<file path="src/rtl/binary_to_gray_unit_pkg.sv">
// Shared Gray-code helpers. Functions work on a wide vector so any WIDTH up to
// MAX_W can use them via zero-extension and truncation at the call site.
package binary_to_gray_unit_pkg;

  localparam int unsigned MAX_W = 64;

  function automatic logic [MAX_W-1:0] bin2gray(input logic [MAX_W-1:0] b);
    return b ^ (b >> 1);
  endfunction

  // Prefix XOR from the MSB down; zero-extended upper bits contribute nothing.
  function automatic logic [MAX_W-1:0] gray2bin(input logic [MAX_W-1:0] g);
    logic [MAX_W-1:0] b;
    b = '0;
    b[MAX_W-1] = g[MAX_W-1];
    for (int i = int'(MAX_W) - 2; i >= 0; i--) begin
      b[i] = b[i+1] ^ g[i];
    end
    return b;
  endfunction

endpackage

</file>
<file path="src/rtl/binary_to_gray_unit_gray_decode.sv">
// Combinational Gray-to-binary decoder (prefix XOR from MSB).
module binary_to_gray_unit_gray_decode
  import binary_to_gray_unit_pkg::*;
#(
  parameter int unsigned WIDTH = 4
) (
  input  logic [WIDTH-1:0] gray_in,
  output logic [WIDTH-1:0] binary_out
);

  always_comb begin
    binary_out = WIDTH'(gray2bin(MAX_W'(gray_in)));
  end

endmodule

</file>
<file path="src/rtl/binary_to_gray_unit.sv">
// Binary-to-Gray converter: combinational encode, registered encode with valid,
// and a separate combinational Gray decode port.
module binary_to_gray_unit
  import binary_to_gray_unit_pkg::*;
#(
  parameter int unsigned WIDTH = 4
) (
  input  logic             clk,
  input  logic             rst_n,
  input  logic [WIDTH-1:0] binary,
  output logic [WIDTH-1:0] gray,
  input  logic             in_valid,
  output logic [WIDTH-1:0] gray_q,
  output logic             out_valid,
  input  logic [WIDTH-1:0] gray_in,
  output logic [WIDTH-1:0] binary_out
);

  logic [WIDTH-1:0] gray_reg_d;
  logic [WIDTH-1:0] gray_reg_q;
  logic             out_valid_d;
  logic             out_valid_q;

  always_comb begin
    gray = WIDTH'(bin2gray(MAX_W'(binary)));
  end

  // Capture on in_valid; otherwise hold the code and drop valid.
  always_comb begin
    gray_reg_d  = gray_reg_q;
    out_valid_d = 1'b0;
    if (in_valid) begin
      gray_reg_d  = gray;
      out_valid_d = 1'b1;
    end
  end

  always_ff @(posedge clk or negedge rst_n) begin
    if (!rst_n) begin
      gray_reg_q  <= '0;
      out_valid_q <= 1'b0;
    end else begin
      gray_reg_q  <= gray_reg_d;
      out_valid_q <= out_valid_d;
    end
  end

  assign gray_q    = gray_reg_q;
  assign out_valid = out_valid_q;

  binary_to_gray_unit_gray_decode #(.WIDTH(WIDTH)) u_gray_decode (
    .gray_in    (gray_in),
    .binary_out (binary_out)
  );

endmodule

</file>
<file path="config.mk">
export PLATFORM = sky130hd
export DESIGN_NAME = binary_to_gray_unit
export DESIGN_NICKNAME = d
export VERILOG_FILES = /design/src/rtl/binary_to_gray_unit_pkg.sv /design/src/rtl/binary_to_gray_unit_gray_decode.sv /design/src/rtl/binary_to_gray_unit.sv
export SDC_FILE = /design/constraint.sdc
export NUM_CORES = 1
export LEC_CHECK = 0
export ABC_AREA = 1
export CORE_AREA = 2 2 39 41
export DETAILED_ROUTE_END_ITERATION = 7
export DIE_AREA = 0 0 41 43
export HOLD_SLACK_MARGIN = 0.02
export SLEW_MARGIN = 40
export SYNTH_ARGS = -nofsm -noshare
export SYNTH_HDL_FRONTEND = slang
export SYNTH_SLANG_ARGS = --single-unit
</file>
<file path="constraint.sdc">
create_clock -name clk -period 0.9 [get_ports clk]
set_clock_uncertainty 0.05 [all_clocks]
set_input_delay 0.18 -clock clk [delete_from_list [all_inputs] [get_ports clk]]
set_output_delay 0.18 -clock clk [all_outputs]
set_load 0.005 [all_outputs]
</file>
==> impl_metrics.json <==
{
  "syn_nets": 48,
  "worstPathBufferInverterCount": 1,
  "htree_levels": 1,
  "drcViolationCount": 0,
  "hold_ws_ns": 0.116,
  "max_clock_freq_mhz": 1030,
  "viasPerCell": 4.35,
  "diodes": 0,
  "end_kind": "primary output",
  "die_area_mm2": 0.00176,
  "power_density_mw_per_mm2": 1350,
  "ys_types": 9,
  "final_core_util_pct": 40.9,
  "routed_wl_um": 877,
  "nNetsFinal": 80,
  "path_delay_family": "flip-flops",
  "path_cells": "buf_2",
  "rows": 14,
  "routedWlPerCell_um": 10.4,
  "synthTopCellsByArea": "dfrtp_1 43%, nand2_1 13%, nand3_1 10%",
  "vias": 365,
  "yosysMostFrequentCell": "nand2_1",
  "synth_top_family_by_area": "simple AND/OR/NAND/NOR gates",
  "status": "finished with violations",
  "path_class": "reg2out",
  "cts_num_sinks": 5,
  "syn2layout_area_growth_pct": 94.8,
  "cp_max_fo": 2,
  "numPortBuffers": 23,
  "stdcell_count": 84,
  "min_path_type": "in2async",
  "synth-simple-area-share_pct": 23.3,
  "ios": 24,
  "cellLeakagePower_nw": 0.323,
  "synth_area_um2": 290,
  "die_h_um": 43,
  "r2r_start": "gray_q[0]$_DFFE_PN0P_",
  "grt.total_usage_pct": 11.3,
  "grt-ovfl-total": 0,
  "design.core.area_mm2": 0.00138,
  "drive_gt1_share_pct": 60.3,
  "slew_viol_final": 0,
  "violations": "setup timing",
  "synthArstFlopShare_pct": 100,
  "start_util_pct": 21.0,
  "max_stage_delay_ns": 0.37,
  "synth_fa_ha_area_share_pct": 0,
  "ir_drop_uv": 894,
  "synth_compound_area_share_pct": 6.47,
  "hold_buffers": 0,
  "min_period_over_period_pct": 108,
  "ant_nets": 0,
  "synthCells": 37,
  "fillers": 157,
  "slew_headroom_pct": 83.6,
  "grt_pass1_wl_um": 1260,
  "clk_latency_ns": 0.24,
  "hpwl_um": 602,
  "cts_root_buf": "clkbuf_4",
  "ys_ff_latch": 5,
  "cts_tree": "yes",
  "synth_edf_count": 0,
  "synth.avg_cell_area_um2": 7.85,
  "grt_pass1_vias": 321,
  "grt_max_degree": 8,
  "min_period_ns": 0.972,
  "die_x_um": 41,
  "place_ws_ns": -0.874,
  "crit_path_top_delay_cell": "dfrtp_1",
  "hold_viol_final": 0,
  "place_congestion": 0.598,
  "required_ns": 0.67,
  "synth_top_area_share_pct": 43.1,
  "cp-start-kind": "flip-flop",
  "cts_made_buffers": 3,
  "setup-tns-final_ns": -0.379,
  "clkTransAtPathRegs_ns": 0.04,
  "rsz0062_at_grt": "true",
  "r2r_cells": 3,
  "muxShareOfSynthArea_pct": 3.88,
  "yosys.area.top_type": "dfrtp_1",
  "tightest_slew_ns": 0.245,
  "dr.pass1.iters": 1,
  "setup_viol": 6,
  "clock_path_buffers": 2,
  "antenna_found_initial": 0,
  "yosysSeqAreaShare_pct": 43.1,
  "synth_flop_cell": "dfrtp_1",
  "cap_violations": 0,
  "ff2ff_setup_slack_ns": 0.10,
  "synth_commonest_cells": "10 x nand2_1, 7 x inv_1, 6 x nand3_1, 5 x dfrtp_1, 3 x xor2_1",
  "synth-xor-area-share_pct": 9.05,
  "drt_iter0_drc": 0,
  "crit_arrival_ns": 0.74,
  "place_inst": 78,
  "r2r_end": "gray_q[0]$_DFFE_PN0P_",
  "finalWorstSetupSlack_ns": -0.0716,
  "yosys_warnings": 0
}
## final cells by class
cell class | instances | area [um^2] | area share, %
inverters | 7 | 36.3 | 6.42
flip-flops and latches | 5 | 125 | 22.1
multi-input cells | 23 | 169 | 29.9
clock buffers | 4 | 26.3 | 4.65
repair buffers | 29 | 189 | 33.4
well taps | 16 | 20.0 | 3.54
## flip-flops by register name, summed over array words and instances, names as in the netlist
| signal | cells |
|---|---|
| gray_q | 4 |
| out_valid | 1 |
## report_power, final
group | total (mW) | internal, mW | switching (mW) | leakage, nW
sequential | 0.260 | 0.249 | 0.0109 | 0.0598
combinational | 0.239 | 0.128 | 0.112 | 0.248
clock | 0.263 | 0.168 | 0.0948 | 0.0150
total | 0.762 | 0.544 | 0.218 | 0.323
## per-stage QoR
| step | instance area (um^2) | total power [mW] |
|---|---|---|
| floorplan | 290 | 0.337 |
| global placement | 556 | 0.522 |
| detailed placement | 556 | 0.526 |
| CTS | 552 | 0.767 |
| global route | 566 | 0.814 |
| finish | 566 | 0.762 |
## worst max path at each step
stage | startpoint | depth (start not counted) | end
floorplan | gray_q[3]$_DFFE_PN0P_ | 1 | gray_q[3]$_DFFE_PN0P_
global placement | gray_in[3] | 7 | binary_out[0]
detailed placement | gray_in[3] | 7 | binary_out[0]
CTS | gray_q[1]$_DFFE_PN0P_ | 1 | gray_q[1]
global route | gray_in[0] | 5 | binary_out[0]
finish | gray_q[2]$_DFFE_PN0P_ | 1 | gray_q[2]
## cell usage in the layout (no fill, tap or decap)
cell / instances
nand3_2: 4
o21ai_2: 1
dlygate4sd2_1: 3
mux2_2: 1
xor2_1: 3
buf_4: 6
nand2_2: 1
clkbuf_4: 3
buf_2: 16
inv_1: 4
inv_6: 2
buf_6: 2
clkdlybuf4s50_1: 1
clkbuf_1: 1
dfrtp_1: 5
nand3_1: 2
inv_2: 1
o21ai_0: 2
nand2_1: 6
nand2_4: 3
clkbuf_2: 1
## kinds of logic (layout without fill, tap and decap cells)
| family | count (synthesis) | after routing |
|---|---|---|
| xor+xnor | 3 | 3 |
| compound gates | 3 | 3 |
| simple gates | 16 | 16 |
| mux | 1 | 1 |
| buf+inv | 9 | 40 |
| flops | 5 | 5 |
## metal layers
layer | GRT usage (%) | share of wire (%) | up-vias
li1 | - | - | 175
met1 | 10.2 | 31 | 164
met2 | 18.4 | 55 | 22
met3 | 2.09 | 9.7 | 4
met4 | 12.0 | 4.1 | 0
met5 | 0 | 0 | -
## repair_timing
| item | CTS | global route |
|---|---|---|
| pin swaps | 7 | 1 |
| gates resized for setup | 92 | 8 |
| setup buffers | 2 | 0 |
| setup endpoints to repair | 17 | 9 |
| gates cloned | 0 | 0 |
(Power assumes the default switching activity.)
